File: src/rtl/lru_age_tracker.sv
// -----------------------------------------------------------------------------
// lru_age_tracker
//   True-LRU replacement state for a set-associative cache. Each set keeps one
//   age per way (0 = most recently used, WAYS-1 = least recently used) plus a
//   valid bit. The ages of a set always form a permutation of 0..WAYS-1.
//   A hit promotes the hit way to MRU. A miss picks a victim: the lowest-index
//   invalid way, or the LRU way when every way is valid. The victim is then
//   promoted and marked valid. A flush re-initialises every set, one set per
//   cycle.
//
// Parameters
//   WAYS  associativity (power of two, 2..8)
//   SETS  number of sets (power of two, 2..256)
//
// Ports
//   clk         clock, rising edge
//   rst         asynchronous active-high reset
//   flush       one-cycle pulse, starts re-initialisation of all sets
//   req_valid   access request present
//   req_ready   request can be accepted this cycle
//   req_set     set index of the access
//   req_hit     1 = hit on req_way, 0 = miss (fill the victim)
//   req_way     way that hit (ignored on a miss)
//   resp_valid  one-cycle response strobe, one cycle after acceptance
//   resp_way    way that was updated (hit way or victim)
//   resp_evict  the miss replaced a valid line
// -----------------------------------------------------------------------------
module lru_age_tracker #(
  parameter  int WAYS = 4,
  parameter  int SETS = 16,
  localparam int AW   = $clog2(WAYS),
  localparam int SW   = $clog2(SETS)
) (
  input  logic          clk,
  input  logic          rst,
  input  logic          flush,
  input  logic          req_valid,
  output logic          req_ready,
  input  logic [SW-1:0] req_set,
  input  logic          req_hit,
  input  logic [AW-1:0] req_way,
  output logic          resp_valid,
  output logic [AW-1:0] resp_way,
  output logic          resp_evict
);

  typedef enum logic {
    IDLE = 1'b0,
    INIT = 1'b1
  } state_t;

  state_t            state_q, state_d;
  logic [SW-1:0]     init_cnt_q;

  logic [AW-1:0]     age_q   [SETS][WAYS];
  logic [WAYS-1:0]   valid_q [SETS];

  logic [AW-1:0]     cur_age [WAYS];
  logic [WAYS-1:0]   cur_valid;
  logic [AW-1:0]     victim;
  logic [AW-1:0]     upd_way;
  logic [AW-1:0]     old_age;
  logic [AW-1:0]     new_age [WAYS];
  logic [WAYS-1:0]   new_valid;
  logic              evict;
  logic              accept;

  // ---------------------------------------------------------------------------
  // FSM: state register
  // ---------------------------------------------------------------------------
  // NOTE: sequential state uses non-blocking assignments only, so every flop
  // samples the pre-edge values no matter how the blocks are ordered.
  always_ff @(posedge clk or posedge rst) begin
    if (rst) state_q <= IDLE;
    else     state_q <= state_d;
  end

  // FSM: next state. A flush always (re)starts INIT, including during INIT.
  always_comb begin
    state_d = state_q;
    case (state_q)
      IDLE: if (flush) state_d = INIT;
      INIT: if (!flush && init_cnt_q == SW'(SETS - 1)) state_d = IDLE;
      default: state_d = IDLE;
    endcase
  end

  // FSM: outputs. Flush drops ready in the same cycle so it beats a request.
  always_comb begin
    req_ready = (state_q == IDLE) && !flush;
  end

  assign accept = req_valid && req_ready;

  // INIT set counter. It wraps to 0 on its own after SETS-1 because SETS is a
  // power of two, so it is already 0 whenever INIT is entered from IDLE.
  always_ff @(posedge clk or posedge rst) begin
    if (rst)                  init_cnt_q <= '0;
    else if (flush)           init_cnt_q <= '0;
    else if (state_q == INIT) init_cnt_q <= init_cnt_q + SW'(1);
  end

  // ---------------------------------------------------------------------------
  // Lookup and update of the addressed set
  // ---------------------------------------------------------------------------
  // NOTE: every variable driven here gets a value on every path, so no latch
  // is inferred.
  always_comb begin
    cur_valid = valid_q[req_set];
    for (int w = 0; w < WAYS; w++) cur_age[w] = age_q[req_set][w];

    // LRU way first, then overridden by the lowest-index invalid way.
    victim = '0;
    for (int w = WAYS - 1; w >= 0; w--)
      if (cur_age[w] == AW'(WAYS - 1)) victim = AW'(w);
    for (int w = WAYS - 1; w >= 0; w--)
      if (!cur_valid[w]) victim = AW'(w);

    upd_way = req_hit ? req_way : victim;
    old_age = cur_age[upd_way];

    // Promote the updated way; ways younger than it age by one. Ways already
    // older keep their age, which preserves the permutation.
    for (int w = 0; w < WAYS; w++) begin
      if (AW'(w) == upd_way)        new_age[w] = '0;
      else if (cur_age[w] < old_age) new_age[w] = cur_age[w] + AW'(1);
      else                           new_age[w] = cur_age[w];
    end

    new_valid = cur_valid;
    if (!req_hit) new_valid[upd_way] = 1'b1;

    evict = !req_hit && cur_valid[victim];
  end

  // ---------------------------------------------------------------------------
  // Age / valid storage
  // ---------------------------------------------------------------------------
  // NOTE: the storage is reset asynchronously as a whole (it is flops, not a
  // RAM), so the tracker is usable on the first edge after reset with no INIT
  // pass.
  always_ff @(posedge clk or posedge rst) begin
    if (rst) begin
      for (int s = 0; s < SETS; s++) begin
        for (int w = 0; w < WAYS; w++) age_q[s][w] <= AW'(w);
        valid_q[s] <= '0;
      end
    end else if (state_q == INIT) begin
      for (int w = 0; w < WAYS; w++) age_q[init_cnt_q][w] <= AW'(w);
      valid_q[init_cnt_q] <= '0;
    end else if (accept) begin
      for (int w = 0; w < WAYS; w++) age_q[req_set][w] <= new_age[w];
      valid_q[req_set] <= new_valid;
    end
  end

  // ---------------------------------------------------------------------------
  // Registered response, one cycle after acceptance
  // ---------------------------------------------------------------------------
  always_ff @(posedge clk or posedge rst) begin
    if (rst) begin
      resp_valid <= 1'b0;
      resp_way   <= '0;
      resp_evict <= 1'b0;
    end else begin
      resp_valid <= accept;
      resp_evict <= accept && evict;
      if (accept) resp_way <= upd_way;
    end
  end

endmodule

File: config.mk
export PLATFORM = sky130hd
export DESIGN_NAME = lru_age_tracker
export DESIGN_NICKNAME = d
export VERILOG_FILES = /design/src/rtl/lru_age_tracker.sv
export SDC_FILE = /design/constraint.sdc
export NUM_CORES = 1
export LEC_CHECK = 0
export CELL_PAD_IN_SITES_DETAIL_PLACEMENT = 0
export CELL_PAD_IN_SITES_GLOBAL_PLACEMENT = 1
export CORE_ASPECT_RATIO = 0.6
export CORE_MARGIN = 2
export CORE_UTILIZATION = 49
export DETAILED_ROUTE_END_ITERATION = 16
export GPL_TIMING_DRIVEN = 0
export PLACE_DENSITY_LB_ADDON = 0.1
export RECOVER_POWER = 25
export SYNTH_ARGS = -nofsm -noshare
export SYNTH_HDL_FRONTEND = slang
export SYNTH_SLANG_ARGS = --single-unit
File: constraint.sdc
create_clock -name clk -period 16.8 [get_ports clk]
set_input_delay 1.68 -clock clk [delete_from_list [all_inputs] [get_ports clk]]
set_output_delay 1.68 -clock clk [all_outputs]
set_load 0.02 [all_outputs]
# --- After elaboration in Yosys (flattened, before gate mapping) ---
# Index checks and enable logic that the tools add are counted.
totals:
  output_inout_bits: 5
  ff_bits: 201
  elab_cells: 204
  in_bits: 11
op_classes:
  eq_ne: 8
  bitwise: 16
  n_mux: 65
  order_cmp: 12
  n_addsub: 5
  reduce_logical: 13
ops:
  columns: ["cell", "count"]
  rows:
  - ["128-bit bitwise mux", 4]
  - ["8-bit demux with 4-bit select", 8]
  - ["128-bit two-way mux", 2]
  - ["64-bit AND", 3]
  - ["64-bit NOT", 3]
  - ["128-bit AND", 1]
  - ["64-bit two-way mux", 2]
  - ["128-bit NOT", 1]
  - ["128-bit OR", 1]
  - ["64-bit OR", 2]
  - ["64-bit bitwise mux", 1]
  - ["2-bit two-way mux", 21]
  - ["4-bit two-way mux", 9]
  - ["8-bit binary-select mux with 4-bit select", 1]
  - ["4-bit demux with 4-bit select", 2]
  - ["8-bit two-way mux", 4]
  - ["4-bit binary-select mux with 4-bit select", 1]
  - ["6-bit two-way mux", 2]
  - ["5-bit greater-or-equal comparator, second input constant", 2]
  - ["5-bit by 1-bit < comparator with 1-bit output, second input constant", 2]
  - ["4-bit NOT with 5-bit output", 2]
  - ["2-bit by 1-bit adder with 2-bit output, second input constant", 4]
  - ["2-bit == test, second input constant", 4]
  - ["1-bit logical AND", 8]
  - ["19 further kinds", 29]

# --- Logic depth before layout (Yosys ltp) ---
logic_depth:
  depth_word: 27
  depth_mapped: 20
  mapped_depth_nobuf: 15

# --- Worst setup path after synthesis ---
# Ideal clock, no wire load.
synth_timing:
  path_kind: "in2reg"
  startpoint: "in req_set[0]"
  endpoint: "reg age_q[106] (netlist name)"
  setup_time_ns: 0.131
  cell_stages: 18
  path_slack_ns: 10.997
  t_arrival_ns: 5.672
  required_ns: 16.669
  n_path_buf: 5
  path_cell_list: "buf_2 -> buf_2 -> buf_2 -> mux4_2 -> a221oi_4 -> inv_1 -> ha_1 -> nor2_1 -> nor3_1 -> or3_1 -> a32oi_4 -> a31oi_2 -> a32oi_4 -> buf_6 -> nand2_2 -> a32oi_2 -> buf_4 -> o21ai_1"
synth_via:
  elab_chain_cells: 27
  elab_cells_between_ends: 58
  cone_classes: "add/sub (4); order compare (6); eq/ne (7); mux (37); bitwise (2); reduce/logical (2)"
synth_rtl:
  columns: ["element", "line_no", "source"]
  rows:
  - ["start, declared", "39", "input logic [SW-1:0] req_set,"]
  - ["4-bit NOT with 5-bit output (implied by the code) (*)", "109, 110, 152", null]
  - ["8-bit binary-select mux with 4-bit select", "110", "for (int w = 0; w < WAYS; w++) cur_age[w] = age_q[req_set][w];"]
  - ["8-bit two-way mux (implied by the code) (2 in a row)", "110", null]
  - ["2-bit == test", "115", "if (cur_age[w] == AW'(WAYS - 1)) victim = AW'(w);"]
  - ["2-bit two-way mux (4 in a row)", "115", null]
  - ["2-bit two-way mux (4 in a row)", "117", "if (!cur_valid[w]) victim = AW'(w);"]
  - ["2-bit two-way mux", "119", "upd_way = req_hit ? req_way : victim;"]
  - ["2-bit NOT with 3-bit output (implied by the code)", "120", "old_age = cur_age[upd_way];"]
  - ["2-bit binary-select mux with 2-bit select", "120", null]
  - ["2-bit two-way mux (implied by the code) (2 in a row)", "120", null]
  - ["2-bit < comparator", "126", "else if (cur_age[w] < old_age) new_age[w] = cur_age[w] + AW'(1);"]
  - ["2-bit two-way mux", "126", null]
  - ["2-bit two-way mux", "125", "if (AW'(w) == upd_way) new_age[w] = '0;"]
  - ["128-bit bitwise mux (3 in a row)", "152", "for (int w = 0; w < WAYS; w++) age_q[req_set][w] <= new_age[w];"]
  - ["128-bit bitwise mux (*)", "152", null]
  - ["128-bit two-way mux (*)", "151", "end else if (accept) begin"]
  - ["128-bit two-way mux (*)", "148", "end else if (state_q == INIT) begin"]
# Mark *: on every way between the ends. The rest lies on a longest branch, timed or not. The select of a mux whose other input is x is not followed.
# A chain may end at the register's enable or synchronous reset.

# --- Final worst setup path ---
layout_timing:
  startpoint: "in req_set[1]"
  endpoint: "reg age_q[106] (netlist name)"
layout_via:
  elab_chain_cells: 27
  elab_cells_between_ends: 58
  cone_classes: "add/sub (4); order compare (6); eq/ne (7); mux (37); bitwise (2); reduce/logical (2)"
layout_rtl:
  columns: ["element", "line_no"]
  rows:
  - ["4-bit NOT with 5-bit output (implied by the code) (*)", "109, 110, 152"]
  - ["8-bit binary-select mux with 4-bit select", "110"]
  - ["8-bit two-way mux (implied by the code) (2 in a row)", "110"]
  - ["2-bit == test", "115"]
  - ["2-bit two-way mux (4 in a row)", "115"]
  - ["2-bit two-way mux (4 in a row)", "117"]
  - ["2-bit two-way mux", "119"]
  - ["2-bit NOT with 3-bit output (implied by the code)", "120"]
  - ["2-bit binary-select mux with 2-bit select", "120"]
  - ["2-bit two-way mux (implied by the code) (2 in a row)", "120"]
  - ["2-bit < comparator", "126"]
  - ["2-bit two-way mux", "126"]
  - ["2-bit two-way mux", "125"]
  - ["128-bit bitwise mux (3 in a row)", "152"]
  - ["128-bit bitwise mux (*)", "152"]
  - ["128-bit two-way mux (*)", "151"]
  - ["128-bit two-way mux (*)", "148"]
# Marked as above.

==> qor.yml <==
status: "finished, violations left"
violations: "max-capacitance violations, max-slew violations"
cts_htree_levels: 1
io_pins: 16
antenna_cells: 0
ant_nets: 0
r2r_slack_ns: 12.04
area_growth_pct: 10.9
grt_max_degree: 102
clkLatencyLatePin_ns: 0.51
drc_errors: 0
fin_area_um2: 11500
nFillCells: 1896
slew_headroom_pct: -203
ys_seq_area_share_pct: 49.2
synthesis.nets: 994
rows: 41
drv_slew: 101
cts_tree: "built"
clockBufferDepth: 3
start_util_pct: 49.7
placed_area_um2: 10900
crit_path_end: "age_q[106]$_DFFE_PP0P_"
synth_edf_count: 0
coreArea_um2: 20900
synth-seq-cells: 201
grt.total_usage_pct: 32.4
fmax_ghz: 0.140
yosysWarningCount: 0
syn_area_um2: 10400
dp_hpwl_mm: 25.7
antenna_found_initial: 0
skew_ns: 0.0205
via_per_inst: 6.61
max-vdd-ir-drop_uv: 64.7
clk_pin_slew_worst_paths_ns: 0.06
finalPower_mw: 1.07
wl_mm: 34.6
cts_buffers: 21
portBuffers: 13
worstReg2RegStart: "age_q[35]$_DFFE_PP1P_"
fp.dieW_um: 192
post_cts_buffers: 0
cp-start-kind: "input pin"
grt_setup_unrepaired: "false"
period_minus_slack_ns: 7.17
worstPathRequired_ns: 17.15
vias: 8601
setup_slack_ns: 9.63
p_leak_nw: 4.74
worstPathCellList: "clkdlybuf4s50_1, buf_6, buf_2, buf_2, mux4_2, a22o_1, a221oi_4, inv_1, ha_1, nor2_1, nor3_1, or3_1, a32oi_4, a31oi_2, a32oi_4, buf_6, nand2_2, a32oi_2, buf_4, o21ai_1"
finalSetupViolCount: 0
first_iter_violations: 1008
holdBufCountCts: 0
die_h_um: 117
synth_cell_types: 66
max_cap_viol_count: 1
overflow: 0
startpoint: "req_set[1]"
tightest_slew_ns: 4.52
fin_nets: 1031
critical_path_arrival_ns: 7.52
avgSynthCellArea_um2: 10.7
cts.sinks: 201
cts_resized: 0
final.setup.tns_ns: 0
cp_slowest_cell: "clkdlybuf4s50_1"
slowest_delay_ns: 0.61
critPathKind: "in2reg"
gp_congestion: 0.905
drive_gt1_share_pct: 19.1
r2r-end: "age_q[106]$_DFFE_PP0P_"
power.density_nw_per_um2: 93.2
cp-end-kind: "register"
dieArea_um2: 22400
post-place-ws_ns: 9.22
worst-path-max-fanout: 10
syn_inst: 975
wl_per_cell_um: 26.6
grt_pass1_vias: 8016
r2r_cells: 16
cts_root_buf: "clkbuf_16"
grt_pass1_wl_mm: 52.8
drt-pass1-iter-count: 5
finalHoldViolations: 0
post-route-period-util_pct: 42.7
synthArstFlopShare_pct: 100
ys.flop_type: "dfrtp_1"
min_path_type: "reg2reg"
## cells by family after synthesis
group           after synthesis  share of synthesized area, %
compound gates              301                          19.2
flops                       201                          49.2
mux                          64                          11.8
fa+ha+maj                    10                          1.18
buf+inv                      86                          4.27
simple gates                310                          14.1
xor+xnor                      3                         0.253
## state kept, by name (all words and copies together) (netlist names)
name,count
resp_evict,1
resp_way,2
resp_valid,1
valid_q,64
state_q,1
age_q,128
init_cnt_q,4
## layer usage
layer  track usage [%]  routed length [um]
met1              52.6               17000
met2              43.1               13500
met3              8.59                3500
met4              6.26                 655
met5                 0                   0
## per-stage QoR
stage	instances	utilization, %	hold slack [ns]
floorplan	975	-	0.434
global placement	1267	52.0	0.461
detailed placement	1268	52.1	0.471
CTS	1302	55.1	0.484
global route	1302	55.1	0.503
finish	1302	55.1	0.478
## synthesized netlist by cell type, drive strengths merged, types with 13 or more instances
library cell / n / share of area, %
o21ai: 211 / 10
nand3: 139 / 6.7
dfrtp: 137 / 33
nand2: 72 / 2.6
dfstp: 64 / 16
mux4: 46 / 10
nor2: 46 / 1.7
clkbuf: 40 / 1.4
o211ai: 31 / 2.9
buf: 30 / 2.3
inv: 16 / 0.58
mux2i: 15 / 1.4
and2: 13 / 0.78
## area by class of cell
class | instances | area [um2] | area share [%]
clock inverter | 2 | 12.5 | 0.108
inverter | 16 | 61.3 | 0.532
sequential | 201 | 5110 | 44.3
multi-input combinational | 688 | 4840 | 42.0
clock buffer | 32 | 617 | 5.35
timing repair buffer | 14 | 158 | 1.37
buffer | 70 | 384 | 3.33
tap | 279 | 349 | 3.03
## where the power goes
group	internal [mW]	switching, mW	total (mW)
registers	0.497	0.00515	0.502
clock network	0.251	0.194	0.445
logic	0.0400	0.0873	0.127
## how the worst min path moves through the flow
stage / startpoint / endpoint / slack, ns / cells past startpoint
finish: age_q[14]$_DFFE_PP0P_ / age_q[14]$_DFFE_PP0P_ / 0.48 / 2
global route: age_q[10]$_DFFE_PP0P_ / age_q[10]$_DFFE_PP0P_ / 0.50 / 2
CTS: age_q[14]$_DFFE_PP0P_ / age_q[14]$_DFFE_PP0P_ / 0.48 / 2
detailed placement: age_q[14]$_DFFE_PP0P_ / age_q[14]$_DFFE_PP0P_ / 0.47 / 2
global placement: age_q[10]$_DFFE_PP0P_ / age_q[10]$_DFFE_PP0P_ / 0.46 / 2
floorplan: age_q[82]$_DFFE_PP0P_ / age_q[82]$_DFFE_PP0P_ / 0.43 / 2
## critical path, delay by kind of cell
family                     cells  cell delay, ns
AOI/OAI and AO/OA              7            2.11
and+or+nand+nor                4            0.68
adders and majority gates      1            0.25
buffers and inverters          7            2.38
muxes                          1            0.38
## cell usage in the layout, fill, tap and decap left out, drive strengths merged, types with 3 or more instances in the layout
cell           instances
o21ai                211
o211ai                31
or2                    3
nand3                139
o22a                   3
and3                   5
a22oi                  3
mux2                   3
a31oi                  8
clkdlybuf4s50         11
nand2b                 3
mux2i                 15
a221oi                 3
clkbuf                74
a32oi                  6
dfstp                 64
a21o                   4
buf                   29
nand2                 72
inv                   15
nor3                  11
nand4                  4
a21oi                  6
ha                     8
a22o                   5
and2                  13
dfrtp                137
mux4                  46
nor2b                  8
nor2                  46
(Power assumes the default switching activity.)
